==> src/rtl/hazard_pkg.sv <==
// Shared types and constants for the pipeline hazard controller.
// Contents: controller FSM state enum, x0 register index, EX-stage load-type
// encodings and a helper that decides whether a load-type field means "load".
package hazard_pkg;

  localparam int unsigned REG_W  = 5;
  localparam int unsigned LDT_W  = 3;
  localparam int unsigned WCNT_W = 8;

  typedef enum logic [0:0] {
    RUN      = 1'b0,
    MEM_WAIT = 1'b1
  } hz_state_t;

  localparam logic [REG_W-1:0] REG_X0 = REG_W'(0);

  // Load-type encodings carried by ex_readMem.
  localparam logic [LDT_W-1:0] LD_NONE  = 3'b000;
  localparam logic [LDT_W-1:0] LD_BYTE  = 3'b001;
  localparam logic [LDT_W-1:0] LD_HALF  = 3'b010;
  localparam logic [LDT_W-1:0] LD_WORD  = 3'b011;
  localparam logic [LDT_W-1:0] LD_BYTEU = 3'b100;
  localparam logic [LDT_W-1:0] LD_HALFU = 3'b101;

  // Any nonzero code is a load; reserved codes are treated as loads too so a
  // hazard is never missed.
  function automatic logic is_load(input logic [LDT_W-1:0] ld);
    case (ld)
      LD_BYTE, LD_HALF, LD_WORD, LD_BYTEU, LD_HALFU: is_load = 1'b1;
      default:                                       is_load = (ld != LD_NONE);
    endcase
  endfunction

endpackage

==> src/rtl/sat_counter.sv <==
// Saturating up-counter used for the hazard performance counters.
// Ports:
//   clk  - clock
//   rst  - synchronous active-high reset, clears the count
//   inc  - advance by one this cycle (ignored once at all-ones)
//   q    - current count
module sat_counter #(
  parameter int unsigned W = 32
) (
  input  logic         clk,
  input  logic         rst,
  input  logic         inc,
  output logic [W-1:0] q
);

  logic [W-1:0] r_q;

  // Count up, holding at all-ones.
  always_ff @(posedge clk) begin
    if (rst) begin
      r_q <= '0;
    end else if (inc && (r_q != '1)) begin
      r_q <= r_q + W'(1);
    end
  end

  assign q = r_q;

endmodule

==> src/rtl/hazard_ctrl.sv <==
// Hazard and stall controller for the 5-stage RV32 pipeline.
// Drives hold/flush controls of the pipeline registers for memory-wait
// freezes, taken-branch/jump redirects and load-use bubbles, and keeps
// saturating stall and flush counters.
// Ports:
//   clk, rst                       - clock, synchronous active-high reset
//   id_rs1/id_rs2, id_use_rs1/2    - ID-stage sources and whether they are read
//   ex_rd, ex_readMem, ex_writeReg - EX-stage destination, load type, writeback
//   ex_redirect                    - EX resolved a taken branch/jump
//   mem_req, mem_ready             - MEM-stage data access and its completion
//   pc_hold .. exmem_hold          - register keeps its contents (combinational)
//   ifid/idex/memwb_flush          - register loads a bubble (combinational)
//   mem_timeout                    - pulse on forced release of a memory wait
//   stall_cycles, flush_count      - saturating performance counters
module hazard_ctrl
  import hazard_pkg::*;
#(
  parameter int unsigned MEM_TIMEOUT = 16,
  parameter int unsigned CNT_W       = 32
) (
  input  logic             clk,
  input  logic             rst,
  input  logic [REG_W-1:0] id_rs1,
  input  logic [REG_W-1:0] id_rs2,
  input  logic             id_use_rs1,
  input  logic             id_use_rs2,
  input  logic [REG_W-1:0] ex_rd,
  input  logic [LDT_W-1:0] ex_readMem,
  input  logic             ex_writeReg,
  input  logic             ex_redirect,
  input  logic             mem_req,
  input  logic             mem_ready,
  output logic             pc_hold,
  output logic             ifid_hold,
  output logic             idex_hold,
  output logic             exmem_hold,
  output logic             ifid_flush,
  output logic             idex_flush,
  output logic             memwb_flush,
  output logic             mem_timeout,
  output logic [CNT_W-1:0] stall_cycles,
  output logic [CNT_W-1:0] flush_count
);

  hz_state_t         r_state;
  hz_state_t         w_state_nxt;
  logic [WCNT_W-1:0] r_wcnt;
  logic [WCNT_W-1:0] w_wcnt_nxt;
  logic              w_at_limit;
  logic              w_mem_stall;
  logic              w_load_use;
  logic              w_flush_inc;

  // Wait budget exhausted: the pending access is released this cycle.
  assign w_at_limit  = (r_state == MEM_WAIT) && (r_wcnt == WCNT_W'(MEM_TIMEOUT));
  assign w_mem_stall = mem_req && !mem_ready && !w_at_limit;

  // x0 is never a real dependency; only sources the ID instruction reads count.
  assign w_load_use = is_load(ex_readMem) && ex_writeReg && (ex_rd != REG_X0) &&
                      ((id_use_rs1 && (id_rs1 == ex_rd)) ||
                       (id_use_rs2 && (id_rs2 == ex_rd)));

  // State register.
  always_ff @(posedge clk) begin
    if (rst) begin
      r_state <= RUN;
      r_wcnt  <= '0;
    end else begin
      r_state <= w_state_nxt;
      r_wcnt  <= w_wcnt_nxt;
    end
  end

  // Next-state logic; in MEM_WAIT a stall is exactly the "keep waiting" case.
  always_comb begin
    w_state_nxt = r_state;
    w_wcnt_nxt  = r_wcnt;
    case (r_state)
      RUN: begin
        if (w_mem_stall) begin
          w_state_nxt = MEM_WAIT;
          w_wcnt_nxt  = WCNT_W'(1);
        end
      end
      MEM_WAIT: begin
        if (w_mem_stall) begin
          w_wcnt_nxt = r_wcnt + WCNT_W'(1);
        end else begin
          w_state_nxt = RUN;
          w_wcnt_nxt  = '0;
        end
      end
      default: begin
        w_state_nxt = RUN;
        w_wcnt_nxt  = '0;
      end
    endcase
  end

  // Output logic: memory freeze over redirect over load-use.
  always_comb begin
    pc_hold     = 1'b0;
    ifid_hold   = 1'b0;
    idex_hold   = 1'b0;
    exmem_hold  = 1'b0;
    ifid_flush  = 1'b0;
    idex_flush  = 1'b0;
    memwb_flush = 1'b0;
    mem_timeout = w_at_limit && mem_req && !mem_ready;
    if (w_mem_stall) begin
      pc_hold     = 1'b1;
      ifid_hold   = 1'b1;
      idex_hold   = 1'b1;
      exmem_hold  = 1'b1;
      memwb_flush = 1'b1;
    end else if (ex_redirect) begin
      ifid_flush = 1'b1;
      idex_flush = 1'b1;
    end else if (w_load_use) begin
      pc_hold    = 1'b1;
      ifid_hold  = 1'b1;
      idex_flush = 1'b1;
    end
  end

  // A redirect is only honored when the pipeline is not frozen.
  assign w_flush_inc = ex_redirect && !w_mem_stall;

  sat_counter #(.W(CNT_W)) u_stall_cnt (
    .clk (clk),
    .rst (rst),
    .inc (pc_hold),
    .q   (stall_cycles)
  );

  sat_counter #(.W(CNT_W)) u_flush_cnt (
    .clk (clk),
    .rst (rst),
    .inc (w_flush_inc),
    .q   (flush_count)
  );

endmodule

==> config.mk <==
export PLATFORM = sky130hd
export DESIGN_NAME = hazard_ctrl
export DESIGN_NICKNAME = d
export VERILOG_FILES = /design/src/rtl/hazard_pkg.sv /design/src/rtl/sat_counter.sv /design/src/rtl/hazard_ctrl.sv
export SDC_FILE = /design/constraint.sdc
export NUM_CORES = 1
export LEC_CHECK = 0
export BUFFER_PORTS_ARGS = -buffer_cell sky130_fd_sc_hd__clkbuf_2
export CAP_MARGIN = 5
export CORE_ASPECT_RATIO = 0.7
export CORE_MARGIN = 2
export CORE_UTILIZATION = 57
export CTS_CLUSTER_DIAMETER = 30
export DETAILED_ROUTE_END_ITERATION = 6
export PLACE_DENSITY = 0.85
export SYNTH_ARGS = -nofsm -noshare
export SYNTH_HDL_FRONTEND = slang
export SYNTH_SLANG_ARGS = --single-unit
==> constraint.sdc <==
create_clock -name clk -period 4.8 [get_ports clk]
set_clock_uncertainty 0.1 [all_clocks]
set_input_delay 0.24 -clock clk [delete_from_list [all_inputs] [get_ports clk]]
set_output_delay 0.24 -clock clk [all_outputs]
set_load 0.05 [all_outputs]
==> flow_summary.ini, run 1 <==
[logic_synthesis]
synth_enable_flop_cells = 0
synth_top_family_by_area = simple AND/OR/NAND/NOR gates
synth.mux.area_fraction = 0.0120
post_synth.cell_area_avg_um2 = 8.71
synth_top_cell_area_share = 0.389
netlist_instances = 432
yosys_register_bits = 73
post_synth_xor_area_fraction = 0.163
yosysUniqueCellTypes = 49
synth-compound-area-share = 0.0429
post_synth_instance_area_um2 = 3760
mappedNetlistNets = 462
synth_top_cells_by_area = sky130_fd_sc_hd__dfxtp_1 (39%), sky130_fd_sc_hd__xnor2_1 (9.1%), sky130_fd_sc_hd__nor2_1 (7.8%)
postSynth.asyncResetShare = 0
synthAdderAreaFrac = 0.0133
post_synth_and_or_nand_nor_area_fraction = 0.342
synth_flop_cell = sky130_fd_sc_hd__dfxtp_1
yosysWarningCount = 0
yosysTopAreaCell = sky130_fd_sc_hd__dfxtp_1
yosysSeqAreaShare = 0.389

[floorplan]
design.die.area_um2 = 7270
core_area_um2 = 6310
floorplan.initialDensity = 0.596
die_y_um = 72.0
floorplan_row_count = 24
die_w_um = 101
pin_count = 98

[pwr]
intPower_w = 0.000957
power.share.switching = 0.238
power.density_nw_per_um2 = 281
power_frac_seq = 0.489
power.share.clock = 0.440
worst_ir_drop_vdd_mv = 0.225
switchingPower_w = 0.000298
combinationalPowerShare = 0.071
p_leak_nw = 1.80

[critical_path]
cp-end-kind = flop
setup.worst_path.start = u_stall_cnt.q[7]$_SDFFE_PP0P_
worstPathCellList = and4_1 > and4_1 > nand2_2 > nor4_4 > nor2_1 > nand4_1 > mux2_2
max_stage_delay_ns = 0.94
reg2reg_to = u_stall_cnt.q[21]$_SDFFE_PP0P_
rrSetupSlack_ns = 1.76
worst_r2r_path_depth = 7
critical_path_cell_with_the_highest_stage_delay = sky130_fd_sc_hd__nor4_4
crit_path_start_kind = flop
cpMostUsedCell = sky130_fd_sc_hd__and4_1
worst_r2r_startpoint = u_stall_cnt.q[7]$_SDFFE_PP0P_
critical_path_peak_fanout = 21
timing.critical_path.required_ns = 4.94
critical_path_arrival_ns = 3.18
timing.critical_path.to = u_stall_cnt.q[21]$_SDFFE_PP0P_
critPathBufInv = 0
critical-path-top-delay-family = simple AND/OR/NAND/NOR gates
worstSetupPathDepth = 7
criticalPathCategory = reg -> reg

[final_layout]
ff_latch_area_um2 = 1460
layout.filler_cells = 512
final_core_utilization = 0.710
post_route_cells_drive_above_1_share = 0.265
multi_input_comb_area_um2 = 2150
num-nets-final = 553
insertedDiodeCount = 0
layout-area-overhead-vs-synth_pct = 19.0

[routing]
first_pass_iters = 5
drt_drc_violations_left = 0
route.final.wire_length_um = 8920
highest-signal-layer = met4
drt_iter0_drc = 233
wl_met3_um = 778
avgViaCountPerCell = 5.59
postRouteAntennaNets = 0
wl_met2_um = 3930
vias = 3385
post_drt_wl_per_cell_um = 14.7
routed_length_on_met1_um = 4110

[sta]
maxSlewHeadroom = 0.176
fin_setup_tns_ns = 0
post-route-min-period_ns = 3.04
slew_viol_final = 0
final_min_period_over_clock_period = 0.633
max_clock_freq_mhz = 329
finalSetupViolCount = 0
rsz0062_at_grt = false
hold_viol = 0
fin_worst_hold_slack_ns = 0.216
worst_slack_ns = 1.76
worstMarginPinSlew_ns = 1.23

[cts]
number_of_gates_resized_after_cts = 0
h-tree-depth = 3
clkLatencyLatePin_ns = 0.35
ctsHoldBuffers = 0
cts-root-to-sink-buffers = 2
tritoncts = built
cts.root.buffer_cell = sky130_fd_sc_hd__clkbuf_8
cts.clk_slew.worst_paths_ns = 0.08
postCtsSetupRepairBufs = 0
numClockSinks = 73
tritoncts.num_buffers = 9

[global_routing]
first_global_vias = 3083
globalRoute.totalOverflow = 0
grt_usage = 0.248
initial_antenna_violation_count = 0
wire_length_of_the_first_global_routing_pass_um = 14200
grt_start_max_net_pins = 49

[run_status]
status = finished, final reports clean

[hold_path]
worst_hold_path_type = in -> reg
hp_start = mem_req
hold-path-cell-count = 4

[placed_design]
place_worst_setup_slack_ns = 1.80
port_buffers = 97
dp.final_hpwl_um = 6480
globalplace.congestion = 0.907

[flow_run]
max-cap-violations = 0
## per-layer routing
layer / vias up / track usage
met5: - / 0
met4: 0 / 0.0556
met3: 12 / 0.0906
met2: 153 / 0.392
met1: 1541 / 0.329
li1: 1679 / -
## kinds of logic after synthesis
group / Yosys count
buffers and inverters: 28
AOI/OAI and AO/OA: 23
xor gates and xnor gates: 70
muxes: 4
adders and majority gates: 4
and+or+nand+nor: 230
DFF: 73
## area by class of cell
| cell class | count | share of cell area |
|---|---|---|
| clock inverters | 4 | 0.0168 |
| inverters | 10 | 0.00839 |
| flip-flops and latches | 73 | 0.327 |
| well taps | 78 | 0.0218 |
| repair buffers | 98 | 0.110 |
| clock buffers | 12 | 0.0347 |
| multi-input cells | 331 | 0.482 |
## Yosys cell counts (2+ instances only)
master and number:
sky130_fd_sc_hd__ha_1 4, sky130_fd_sc_hd__mux2_2 4, sky130_fd_sc_hd__buf_4 6, sky130_fd_sc_hd__xor2_1 31, sky130_fd_sc_hd__nor4_1 6, sky130_fd_sc_hd__nor2_1 78
sky130_fd_sc_hd__or3_1 3, sky130_fd_sc_hd__dfxtp_1 73, sky130_fd_sc_hd__nor3_2 2, sky130_fd_sc_hd__nor4b_4 2, sky130_fd_sc_hd__inv_1 8, sky130_fd_sc_hd__nand2_1 27
sky130_fd_sc_hd__and2_1 2, sky130_fd_sc_hd__buf_2 2, sky130_fd_sc_hd__nand4_1 28, sky130_fd_sc_hd__nor4b_2 3, sky130_fd_sc_hd__inv_2 2, sky130_fd_sc_hd__nor4_4 2
sky130_fd_sc_hd__nand3_1 23, sky130_fd_sc_hd__and3_1 12, sky130_fd_sc_hd__a21oi_1 7, sky130_fd_sc_hd__buf_6 2, sky130_fd_sc_hd__nand3_2 3, sky130_fd_sc_hd__clkbuf_1 8
sky130_fd_sc_hd__xnor2_1 39, sky130_fd_sc_hd__o21ai_0 6, sky130_fd_sc_hd__nor2b_1 5, sky130_fd_sc_hd__nor3_1 17, sky130_fd_sc_hd__and4_1 7
## worst min-delay path, delay by kind of cell
kind | cells | cell delay, ns
AO/OA/AOI/OAI | 1 | 0.17
buffers and inverters | 1 | 0.08
AND/OR/NAND/NOR | 2 | 0.14
## sequential cells by signal, indices dropped and copies added (netlist names)
name,count
r_state,1
r_wcnt,8
u_flush_cnt.q,32
u_stall_cnt.q,32
## stage by stage
stage,instances,cell area [um2],power [W]
3_3_place_gp,590,4240,0.000714
2_1_floorplan,432,3760,0.000692
5_1_grt,606,4470,0.00129
4_1_cts,606,4470,0.00126
6_report,606,4470,0.00126
3_5_place_dp,590,4240,0.000717
## cell usage in the layout (no fill, tap or decap), drive strengths merged, types with 2 or more instances in the layout
cell type,instances
clkinvlp,2
clkbuf,109
mux2,4
and4,7
nor4,9
nand2,29
and2,2
nor2b,5
nand4,29
nor4b,5
xnor2,39
inv,10
and3,12
bufinv,2
or3,3
nor3,20
ha,4
a41o,2
nand3,26
dfxtp,73
xor2,31
nor2,79
a21oi,8
o21ai,7
## worst min path at each step
stage,to,slack (ns)
after CTS,r_state$_SDFF_PP0_,0.21
final,r_state$_SDFF_PP0_,0.22
after global routing,r_state$_SDFF_PP0_,0.25
after detailed placement,u_flush_cnt.q[30]$_SDFFE_PP0P_,0.41
after floorplan,r_wcnt[2]$_SDFFE_PP0P_,0.39
after global placement,u_flush_cnt.q[30]$_SDFFE_PP0P_,0.39
## power by group through the flow
stage               sequential [W]  clock (W)  combinational [W]
floorplan                 0.000637          0          0.0000553
global placement          0.000628          0          0.0000866
detailed placement        0.000628          0          0.0000887
CTS                       0.000614   0.000557          0.0000892
global route              0.000615   0.000583          0.0000962
finish                    0.000614   0.000553          0.0000889
Note: power is estimated with default switching activity, not from simulation.
==> run 2, diff against run 1 <==
--- a/config.mk
+++ b/config.mk
@@ -9,10 +9,10 @@
 export CAP_MARGIN = 5
 export CORE_ASPECT_RATIO = 0.7
 export CORE_MARGIN = 2
-export CORE_UTILIZATION = 57
+export CORE_UTILIZATION = 53
 export CTS_CLUSTER_DIAMETER = 30
 export DETAILED_ROUTE_END_ITERATION = 6
-export PLACE_DENSITY = 0.85
+export PLACE_DENSITY = 0.8
 export SYNTH_ARGS = -nofsm -noshare
 export SYNTH_HDL_FRONTEND = slang
 export SYNTH_SLANG_ARGS = --single-unit
==> constraint.sdc (replaced) <==
create_clock -name clk -period 2.9 [get_ports clk]
set_clock_uncertainty 0.1 [all_clocks]
set_input_delay 0.145 -clock clk [delete_from_list [all_inputs] [get_ports clk]]
set_output_delay 0.145 -clock clk [all_outputs]
set_load 0.05 [all_outputs]
==> run 2 against run 1 <==
Flip-flop and latch count did not move. Power rose by 65%. Sequential share of layout area fell by 0.40 points. Sequential power rose by 66%. Cell count rose by 3.5%. Highest routed layer unchanged. Final area rose by 1.2%.
==> flow_summary.ini, run 2 (same netlist as run 1, synthesis figures left out) <==
[sta]
finalSetupViolCount = 0
maxSlewHeadroom = 0.490
max_clock_freq_mhz = 401
post-route-min-period_ns = 2.50
worst_slack_ns = 0.404
hold_viol = 0
final_min_period_over_clock_period = 0.861
slew_viol_final = 0
fin_setup_tns_ns = 0
worstMarginPinSlew_ns = 0.766
rsz0062_at_grt = false

[critical_path]
setup.worst_path.start = r_wcnt[7]$_SDFFE_PP0P_
criticalPathCategory = reg -> out
critical_path_peak_fanout = 18
worst_r2r_path_depth = 8
crit_path_start_kind = flop
cp-end-kind = output pin
critical_path_cell_with_the_highest_stage_delay = sky130_fd_sc_hd__dfxtp_1
critical_path_arrival_ns = 2.25
worst_r2r_startpoint = u_stall_cnt.q[2]$_SDFFE_PP0P_
max_stage_delay_ns = 0.34
timing.critical_path.required_ns = 2.65
cpMostUsedCell = sky130_fd_sc_hd__inv_2
worstPathCellList = nor4_2 > a41o_2 > inv_2 > a21oi_4 > buf_4 > inv_2 > clkbuf_2

[final_layout]
post_route_cells_drive_above_1_share = 0.274
ff_latch_area_um2 = 1460
final_core_utilization = 0.664
insertedDiodeCount = 0
multi_input_comb_area_um2 = 2150
layout-area-overhead-vs-synth_pct = 20.4
layout.cells.most_common = sky130_fd_sc_hd__clkbuf_2
num-nets-final = 558
layout.filler_cells = 595
most-common-layout-cells = sky130_fd_sc_hd__clkbuf_2 (97), sky130_fd_sc_hd__nor2_1 (78), sky130_fd_sc_hd__dfxtp_1 (73)

[hold_path]
hp_start = mem_req
hold-path-cell-count = 4
worst_hold_path_type = in -> reg

[cts]
tritoncts = built
cts.clk_slew.worst_paths_ns = 0.08
h-tree-depth = 3
cts-root-to-sink-buffers = 2
clkLatencyLatePin_ns = 0.34
numClockSinks = 73
cts.root.buffer_cell = sky130_fd_sc_hd__clkbuf_8
number_of_gates_resized_after_cts = 0
tritoncts.num_buffers = 9
ctsHoldBuffers = 0
postCtsSetupRepairBufs = 0

[flow_run]
max-cap-violations = 0

[placed_design]
place_worst_setup_slack_ns = 0.581
globalplace.congestion = 0.875
dp.final_hpwl_um = 6730
port_buffers = 97

[floorplan]
die_y_um = 74.5
die_w_um = 105
floorplan.initialDensity = 0.552
floorplan_row_count = 25
design.die.area_um2 = 7800
pin_count = 98
core_area_um2 = 6820

[run_status]
status = finished, final reports clean

[routing]
first_pass_iters = 4
postRouteAntennaNets = 0
drt_drc_violations_left = 0
drt_iter0_drc = 141
avgViaCountPerCell = 5.45
post_drt_wl_per_cell_um = 14.5
vias = 3419
route.final.wire_length_um = 9070

[global_routing]
wire_length_of_the_first_global_routing_pass_um = 15000
grt_start_max_net_pins = 38
first_global_vias = 3205
globalRoute.totalOverflow = 0
grt_usage = 0.239
initial_antenna_violation_count = 0

[pwr]
power.density_nw_per_um2 = 457
worst_ir_drop_vdd_mv = 0.241
p_leak_nw = 1.83
## run 2: worst max-delay path: cells and delay by family, from the launching register on
family	cells	cell delay, ns
buf+inv	4	0.74
compound gates	2	0.50
flops	1	0.34
simple gates	1	0.34
## run 2: layer usage
metal,global-route usage,up-vias,share of wire
met5,0,-,0
met4,0.0770,0,0.010
met3,0.0684,10,0.069
met2,0.393,114,0.45
met1,0.311,1604,0.47
li1,-,1691,-
## run 2: power by group
part           total (W)  internal, W  switching, W
clock           0.000902     0.000511      0.000391
sequential       0.00102      0.00101    0.00000918
combinational   0.000149    0.0000470      0.000102
## run 2: stage by stage
stage,instances,instance area (um2),hold slack [ns],power [W]
floorplan,432,3760,0.354,0.00115
global placement,611,4300,0.394,0.00118
detailed placement,611,4300,0.397,0.00119
CTS,627,4530,0.127,0.00208
global route,627,4530,0.173,0.00214
finish,627,4530,0.141,0.00207
## run 2: layout make-up
type                    count  share of cell area
repair buffers            103               0.117
clock inverters             6              0.0199
inverters                  10             0.00829
flip-flops and latches     73               0.323
well taps                  94              0.0260
clock buffers              10              0.0304
multi-input cells         331               0.476
## run 2: path summary, 6_finish.rpt
check,endpoint,slack (ns)
min,r_state$_SDFF_PP0_,0.14
max,pc_hold,0.40
min reg2reg,u_flush_cnt.q[30]$_SDFFE_PP0P_,0.41
max reg2reg,u_stall_cnt.q[28]$_SDFFE_PP0P_,0.50
==> run 3, diff against run 2 <==
--- a/config.mk
+++ b/config.mk
@@ -5,14 +5,14 @@
 export SDC_FILE = /design/constraint.sdc
 export NUM_CORES = 1
 export LEC_CHECK = 0
-export BUFFER_PORTS_ARGS = -buffer_cell sky130_fd_sc_hd__clkbuf_2
 export CAP_MARGIN = 5
 export CORE_ASPECT_RATIO = 0.7
 export CORE_MARGIN = 2
-export CORE_UTILIZATION = 53
+export CORE_UTILIZATION = 63
 export CTS_CLUSTER_DIAMETER = 30
 export DETAILED_ROUTE_END_ITERATION = 6
-export PLACE_DENSITY = 0.8
+export DONT_BUFFER_PORTS = 1
+export PLACE_DENSITY = 0.76
 export SYNTH_ARGS = -nofsm -noshare
 export SYNTH_HDL_FRONTEND = slang
 export SYNTH_SLANG_ARGS = --single-unit
==> run 3 against run 2 <==
First-iteration DRC count increased by 53%. Utilization is 12 points higher. Clock power down 13%. Critical path type is now reg -> reg. Cell count fell by 8.3%. Flip-flop and latch count is the same. Sequential share of layout area is 0.18 points higher. Global-route usage increased by 3.8 points. Combinational power is 8% lower. Setup slack gained 0.049 ns. Clock-buffer cell count rose by 1. Final area is 0.55% lower.
==> flow_summary.ini, run 3 (same netlist as run 1, synthesis figures left out) <==
[placed_design]
port_buffers = 0
globalplace.congestion = 0.947
dp.final_hpwl_um = 6540

[final_layout]
multi_input_comb_area_um2 = 2170
layout.filler_cells = 417
insertedDiodeCount = 0
num-nets-final = 525
layout.cells.most_common = sky130_fd_sc_hd__nor2_1
ff_latch_area_um2 = 1460
most-common-layout-cells = sky130_fd_sc_hd__nor2_1 (78), sky130_fd_sc_hd__dfxtp_1 (73), sky130_fd_sc_hd__buf_4 (68)
layout-area-overhead-vs-synth_pct = 19.8
post_route_cells_drive_above_1_share = 0.222

[floorplan]
die_w_um = 96.4
floorplan_row_count = 23
pin_count = 98
design.die.area_um2 = 6610
core_area_um2 = 5760
floorplan.initialDensity = 0.653
die_y_um = 68.6

[run_status]
status = finished, final reports clean

[cts]
cts.clk_slew.worst_paths_ns = 0.08
numClockSinks = 73
cts-root-to-sink-buffers = 2
clkLatencyLatePin_ns = 0.34
h-tree-depth = 3
cts.root.buffer_cell = sky130_fd_sc_hd__clkbuf_8
postCtsSetupRepairBufs = 0
tritoncts = built
tritoncts.num_buffers = 9

[global_routing]
globalRoute.totalOverflow = 0
initial_antenna_violation_count = 0
wire_length_of_the_first_global_routing_pass_um = 14000
grt_usage = 0.278
grt_start_max_net_pins = 73
first_global_vias = 2985

[sta]
rsz0062_at_grt = false
slew_viol_final = 0
max_clock_freq_mhz = 409
post-route-min-period_ns = 2.45
final_min_period_over_clock_period = 0.844
hold_viol = 0
finalSetupViolCount = 0
worstMarginPinSlew_ns = 0.885
fin_setup_tns_ns = 0
maxSlewHeadroom = 0.408

[pwr]
total_power_w = 0.00194
worst_ir_drop_vdd_mv = 0.309
p_leak_nw = 1.73
power.density_nw_per_um2 = 430

[critical_path]
crit_path_start_kind = flop
cp-end-kind = flop
criticalPathCategory = reg -> reg
timing.critical_path.required_ns = 3.03
critical_path_peak_fanout = 5
setup.worst_path.start = u_flush_cnt.q[28]$_SDFFE_PP0P_
worst_r2r_startpoint = u_flush_cnt.q[28]$_SDFFE_PP0P_
critical_path_arrival_ns = 2.57

[hold_path]
worst_hold_path_type = in -> reg
hp_start = rst

[routing]
first_pass_iters = 5
avgViaCountPerCell = 5.74
vias = 3300
drt_iter0_drc = 216
post_drt_wl_per_cell_um = 15.8
postRouteAntennaNets = 0
route.final.wire_length_um = 9100
drt_drc_violations_left = 0

[flow_run]
max-cap-violations = 0
run 3: path summary, 6_finish.rpt:
kind              cells after the start                        endpoint  slack [ns]
setup / recovery                      7   u_flush_cnt.q[4]$_SDFFE_PP0P_        0.45
hold / removal                        2  u_stall_cnt.q[10]$_SDFFE_PP0P_        0.06
setup reg to reg                      7   u_flush_cnt.q[4]$_SDFFE_PP0P_        0.45
hold reg to reg                       2          r_wcnt[7]$_SDFFE_PP0P_        0.45
run 3: power breakdown:
part           switching [W]  internal [W]
combinational      0.0000948     0.0000419
sequential        0.00000680       0.00101
clock               0.000367      0.000418
run 3: per-layer routing:
| metal | track usage | routed length, um |
|---|---|---|
| met1 | 0.369 | 4120 |
| met5 | 0 | 0 |
| met2 | 0.439 | 4110 |
| met4 | 0.0915 | 117 |
| met3 | 0.0804 | 750 |
run 3: metrics by stage:
| step | utilization | setup WS, ns | cells | instance area, um2 | hold WS [ns] |
|---|---|---|---|---|---|
| after global routing | 0.783 | 0.270 | 575 | 4500 | 0.0539 |
| final | 0.783 | 0.453 | 575 | 4500 | 0.0617 |
| after global placement | 0.740 | 0.256 | 557 | 4260 | 0.124 |
| after detailed placement | 0.740 | 0.236 | 557 | 4260 | 0.126 |
| after floorplan | - | 0.528 | 432 | 3760 | 0.354 |
| after CTS | 0.780 | 0.160 | 575 | 4490 | 0.0428 |
run 3: what timing repair did:
item / CTS / global route
resized for setup: 0 / 1
hold endpoints to repair: 68 / 0
hold buffers: 2 / 0
endpoints found under the setup margin: 0 / 1
run 3: cell type report:
cell class | instances | area share
multi-input cells | 331 | 0.481
clock inverters | 5 | 0.0122
inverters | 10 | 0.00833
flip-flops and latches | 73 | 0.324
repair buffers | 70 | 0.122
clock buffers | 11 | 0.0314
well taps | 75 | 0.0208
run 3: critical path, cell delays in order (launching register included):
cell,delay (ns)
sky130_fd_sc_hd__dfxtp_1,0.69
sky130_fd_sc_hd__nand3_1,0.28
sky130_fd_sc_hd__nor4b_4,0.47
sky130_fd_sc_hd__and4_1,0.36
sky130_fd_sc_hd__nor2_1,0.12
sky130_fd_sc_hd__nand4_1,0.12
sky130_fd_sc_hd__xor2_1,0.15
sky130_fd_sc_hd__nor2_1,0.05
